**src/rtl/alu_arbiter.sv**
```systemverilog
// Round-robin arbiter that lends one shared multi-cycle ALU to N_REQ requesters.
// Latency: capture -> ISSUE -> WAIT (>=1 cycle) -> RESP, so at least 4 edges from capture to return to IDLE.
// Backpressure: one request in flight; req_ready pulses once per grant and other requesters hold req_valid.
module alu_arbiter #(
    parameter int N_REQ   = 4,
    parameter int DATA_W  = 32,
    parameter int TIMEOUT = 64
) (
    input  logic                       clk,
    input  logic                       rst_n,
    input  logic [N_REQ-1:0]           req_valid,
    input  logic [6*N_REQ-1:0]         req_op,
    input  logic [DATA_W*N_REQ-1:0]    req_a,
    input  logic [DATA_W*N_REQ-1:0]    req_b,
    output logic [N_REQ-1:0]           req_ready,
    output logic                       rsp_valid,
    output logic [$clog2(N_REQ)-1:0]   rsp_id,
    output logic [DATA_W-1:0]          rsp_data,
    output logic                       rsp_err,
    output logic                       alu_start,
    output logic [5:0]                 alu_op,
    output logic [DATA_W-1:0]          alu_a,
    output logic [DATA_W-1:0]          alu_b,
    input  logic [DATA_W-1:0]          alu_result,
    input  logic                       alu_done,
    output logic                       busy
);

    localparam int IDW = $clog2(N_REQ);
    localparam int TW  = $clog2(TIMEOUT);

    typedef enum logic [1:0] {
        IDLE  = 2'd0,
        ISSUE = 2'd1,
        WAIT  = 2'd2,
        RESP  = 2'd3
    } state_t;

    state_t          state;
    state_t          state_nxt;
    logic [IDW-1:0]  last_grant;
    logic [IDW-1:0]  winner;
    logic [TW-1:0]   timer;

    logic            found;
    logic [IDW-1:0]  pick;
    logic [IDW-1:0]  cand;
    int              idx;

    logic            op_legal;
    logic            timer_last;

    assign op_legal   = (alu_op >= 6'h01) && (alu_op <= 6'h0B);
    assign timer_last = (timer == TW'(TIMEOUT - 1));

    // Rotating priority search: first valid index strictly after last_grant, wrapping.
    always_comb begin
        found = 1'b0;
        pick  = '0;
        cand  = '0;
        idx   = 0;
        for (int k = 1; k <= N_REQ; k++) begin
            idx = int'(last_grant) + k;
            if (idx >= N_REQ) begin
                idx = idx - N_REQ;
            end
            cand = IDW'(idx);
            if (!found && req_valid[cand]) begin
                found = 1'b1;
                pick  = cand;
            end
        end
    end

    // State register.
    always_ff @(posedge clk or negedge rst_n) begin
        if (!rst_n) begin
            state <= IDLE;
        end else begin
            state <= state_nxt;
        end
    end

    // Next-state decode; an illegal opcode skips the ALU and goes straight to the error response.
    always_comb begin
        state_nxt = state;
        case (state)
            IDLE:    if (found) state_nxt = ISSUE;
            ISSUE:   state_nxt = op_legal ? WAIT : RESP;
            WAIT:    if (alu_done || timer_last) state_nxt = RESP;
            RESP:    state_nxt = IDLE;
            default: state_nxt = IDLE;
        endcase
    end

    // Operand capture, wait timer and response registers; alu_done beats the timeout in the same cycle.
    always_ff @(posedge clk or negedge rst_n) begin
        if (!rst_n) begin
            last_grant <= IDW'(N_REQ - 1);
            winner     <= '0;
            timer      <= '0;
            alu_op     <= '0;
            alu_a      <= '0;
            alu_b      <= '0;
            rsp_data   <= '0;
            rsp_err    <= 1'b0;
        end else begin
            case (state)
                IDLE: begin
                    if (found) begin
                        winner   <= pick;
                        alu_op   <= req_op[6*int'(pick) +: 6];
                        alu_a    <= req_a[DATA_W*int'(pick) +: DATA_W];
                        alu_b    <= req_b[DATA_W*int'(pick) +: DATA_W];
                        rsp_data <= '0;
                        rsp_err  <= 1'b0;
                    end
                end
                ISSUE: begin
                    timer <= '0;
                    if (!op_legal) begin
                        rsp_err  <= 1'b1;
                        rsp_data <= '0;
                    end
                end
                WAIT: begin
                    timer <= timer + 1'b1;
                    if (alu_done) begin
                        rsp_data <= alu_result;
                        rsp_err  <= 1'b0;
                    end else if (timer_last) begin
                        rsp_data <= '0;
                        rsp_err  <= 1'b1;
                    end
                end
                RESP: begin
                    last_grant <= winner;
                end
                default: ;
            endcase
        end
    end

    // Strobes are pure state decodes so reset clears them immediately.
    always_comb begin
        req_ready = '0;
        if (state == ISSUE) begin
            req_ready[winner] = 1'b1;
        end
        alu_start = (state == ISSUE) && op_legal;
        rsp_valid = (state == RESP);
        busy      = (state != IDLE);
        rsp_id    = winner;
    end

endmodule

```
**config.mk**
```make
export PLATFORM = sky130hd
export DESIGN_NAME = alu_arbiter
export DESIGN_NICKNAME = d
export VERILOG_FILES = /design/src/rtl/alu_arbiter.sv
export SDC_FILE = /design/constraint.sdc
export NUM_CORES = 1
export LEC_CHECK = 0
export ABC_AREA = 1
export CAP_MARGIN = 20
export CELL_PAD_IN_SITES_DETAIL_PLACEMENT = 0
export CELL_PAD_IN_SITES_GLOBAL_PLACEMENT = 1
export CORE_MARGIN = 4
export CORE_UTILIZATION = 24
export CTS_CLUSTER_DIAMETER = 60
export DETAILED_ROUTE_END_ITERATION = 16
export GPL_TIMING_DRIVEN = 0
export PLACE_DENSITY = 0.83
export SLEW_MARGIN = 20
export SYNTH_ARGS = -nofsm -noshare
export SYNTH_HDL_FRONTEND = slang
export SYNTH_SLANG_ARGS = --single-unit
```
**constraint.sdc**
```tcl
create_clock -name clk -period 2 [get_ports clk]
set_input_delay 0.3 -clock clk [delete_from_list [all_inputs] [get_ports clk]]
set_output_delay 0.3 -clock clk [all_outputs]
set_load 0.02 [all_outputs]
```
==> reports/metrics.cfg <==
[synth]
syn_area_um2=8020
ys_warn_count=0
ys_ff_latch=115
synth_xor_area_share_pct=0
synth.area.mux_share_pct=0
synth_area_leaders=dfrtp_1 (35%), nand2_1 (19%), nand3_1 (16%)
synthCells=1231
synth-compound-area-share_pct=3.65
yosys.cell_types.count=32
yosysSeqAreaShare_pct=35.9
synthesis.nets=1555
synth-adder-area-share_pct=0.780
synth-simple-area-share_pct=44.6
yosysTopAreaCell=dfrtp_1
synth.top_cell.area_share_pct=35.2
syn-mean-instance-area_um2=6.52
synth_top_family_by_area=simple AND/OR/NAND/NOR gates

[finish]
drive_above_1_share_pct=18.9
fillers=3307
fin_area_um2=14800
utilization_pct=45.2
syn2layout_area_growth_pct=84.7
final_nets=2058

[global_route]
grtUsageMet2_pct=35.1
grt_pass1_wl_um=56800
grtUsageMet1_pct=23.6
overflow=0
grt_usage_pct=20.0
antenna_found_initial=2
met3_usage_pct=5.68
grt_max_degree=66
grt_pass1_vias=10100
grt_busiest_layer=met2

[power]
ir_drop_uv=1040
power.density_nw_per_um2=2060
p_leak_nw=7.40

[sta]
hold_slack_ns=0.373
slew-limit-headroom_pct=62.6
skew_ns=0.0143
min_period_ns=2.42
fin_crit_sh_pct=121
rsz0062_at_grt=yes
slew_viol_final=0
setup_ws_ns=-0.418
finalSetupViolCount=107
worst_slew_pin_slew_ns=0.561
finalHoldViolCount=0
fmax_mhz=414

[setup_path]
r2r_end=rsp_data[19]
critPathTopFamily=buffers and inverters
reg2reg_depth=17
path_class=flip-flop to flip-flop
cpMaxStageDelayCell=dfstp_2
arrival_ns=2.77
crit_path_max_incr_delay_ns=0.55
r2r-start=last_grant[0]
worst_setup_path_end_kind=flip-flop
crit_fanout=6
critical_path_depth=17
startpoint_type=flip-flop
r2r_slack_ns=-0.42
cp.required_ns=2.35
worstPathCellList=buf_8 > clkinv_8 > nand2_4 > nand2_4 > nand2_4 > nand2_4 > nor2_4 > nand3_4 > buf_4 > buf_6 > o21ai_4 > buf_4 > buf_6 > buf_6 > buf_6 > o21ai_1 > nand2_1
critPathBufInv=8

[hold_path]
hold_path.class=primary input to asynchronous set/reset pin

[drt]
ant_nets=0
via_per_inst=4.42
first_iter_violations=479
vias=9693
dr.pass1.iters=4
drc=0
totalWireLength_um=37700
wl_per_cell_um=17.2

[floorplanning]
dieArea_um2=36400
io-pin-count=431
die_height_um=191
core_area_um2=32800
rows=66
start_util_pct=24.5
die_w_um=191

[run_status]
violations=setup timing
status=finished with violations

[clock_tree]
cts_made_buffers=17
clock_latency_ns=0.42
clockRootBuffer=clkbuf_16
cts.sinks=115
cts_tree=yes
htreeDepth=4
clock_path_buffers=2
cts.reportedPaths.clkPinSlew_ns=0.06

[place]
place_area_um2=12900
gp_congestion=0.859
io_buffer_count=430
hpwl_um=28400

[run]
max-cap-violations=0

[power breakdown]
group / leakage (nW) / switching [mW] / internal, mW / total (mW)
sequential: 1.46 / 0.643 / 3.43 / 4.07
combinational: 5.67 / 12.8 / 10.5 / 23.3
clock: 0.274 / 1.25 / 1.84 / 3.09
[worst reg2reg max path, stage by stage (launching register included)]
cell      delay (ns)
dfstp_2         0.55
buf_8           0.15
clkinv_8        0.08
nand2_4         0.06
nand2_4         0.07
nand2_4         0.09
nand2_4         0.07
nor2_4          0.16
nand3_4         0.11
buf_4           0.15
buf_6           0.11
o21ai_4         0.20
buf_4           0.16
buf_6           0.08
buf_6           0.10
buf_6           0.09
o21ai_1         0.04
nand2_1         0.08
[repair_timing]
item / in CTS / in global routing
hold buffers: 1 / 0
pin swaps: 29 / 33
cloned: 14 / 4
hold endpoints to repair: 48 / 0
setup buffers: 23 / 16
gates resized for setup: 212 / 90
setup endpoints to repair: 114 / 113
[state kept, by name (all words and copies together) (netlist names)]
register	flops
alu_a	32
rsp_data	32
rsp_err	1
timer	6
alu_op	6
state	2
rsp_id	2
last_grant	2
alu_b	32
[worst max-delay path by stage]
stage / from / endpoint / slack (ns)
after floorplan: last_grant[0] / alu_a[18] / 0.02
after global placement: rst_n / rsp_data[20] / -4.47
after detailed placement: req_valid[3] / alu_op[2] / -0.72
after CTS: last_grant[0] / alu_b[13] / -0.38
after global routing: last_grant[0] / alu_a[22] / -0.53
final: last_grant[0] / rsp_data[19] / -0.42
[cell usage after synthesis (all sizes together)]
cell / number
a31o: 1
dfstp: 2
inv: 208
clkbuf: 18
ha: 5
nor2: 7
nor3: 10
o21ai: 39
o21a: 1
a31oi: 1
or2: 77
o22ai: 1
o211ai: 1
a21oi: 10
dfrtp: 113
nand2: 414
buf: 54
nand3: 269
[cell type report]
cell class                      instances  area (um^2)  area share [%]
Sequential cell                       115         2880            19.4
Timing Repair Buffer                  483         4910            33.1
Buffer                                 71          702            4.74
Inverter                              208          798            5.39
Tap cell                              442          553            3.73
Multi-Input combinational cell        837         4390            29.6
Clock inverter                         12          134           0.903
Antenna cell                            2         5.00          0.0338
Timing Repair inverter                  1         8.76          0.0591
Clock buffer                           20          437            2.95
[layer usage]
| layer | wire [um] | share of wire (%) | vias to the layer above |
|---|---|---|---|
| met1 | 15400 | 41 | 4512 |
| met2 | 18900 | 50 | 320 |
| met3 | 2560 | 6.8 | 48 |
| met5 | 0 | 0 | - |
| li1 | - | - | 4813 |
| met4 | 864 | 2.3 | 0 |
[cells in the final DEF, fill, tap and decap left out, drive strengths merged, types with 5 or more instances in the layout]
| cell type | synthesis | final |
|---|---|---|
| clkbuf | 18 | 38 |
| clkinv | 0 | 8 |
| buf | 54 | 112 |
| or2 | 77 | 77 |
| ha | 5 | 5 |
| nor2 | 7 | 8 |
| o21ai | 39 | 39 |
| nor3 | 10 | 10 |
| nand3 | 269 | 269 |
| inv | 208 | 209 |
| nand2 | 414 | 414 |
| dfrtp | 113 | 113 |
| a21oi | 10 | 10 |
| clkdlybuf4s50 | 0 | 422 |
[logic make-up (layout without fill, tap and decap cells)]
kind of cell               Yosys count  in the layout
AOI/OAI and AO/OA                   54             54
adders and majority gates            5              5
buffers and inverters              280            795
DFF                                115            115
other                                0              2
and+or+nand+nor                    777            778
[stage by stage]
stage | power [mW] | setup WS, ns | TNS, ns | instances
after global routing | 33.1 | -0.533 | -49.61 | 2191
after floorplan | 15.3 | 0.0185 | 0 | 1231
after detailed placement | 22.1 | -0.724 | -53.51 | 2104
after CTS | 29.2 | -0.383 | -30.42 | 2174
final | 30.5 | -0.418 | -36.72 | 2191
after global placement | 22.0 | -4.47 | -560.45 | 2103
No activity file was read; power rests on OpenSTA's default activity.
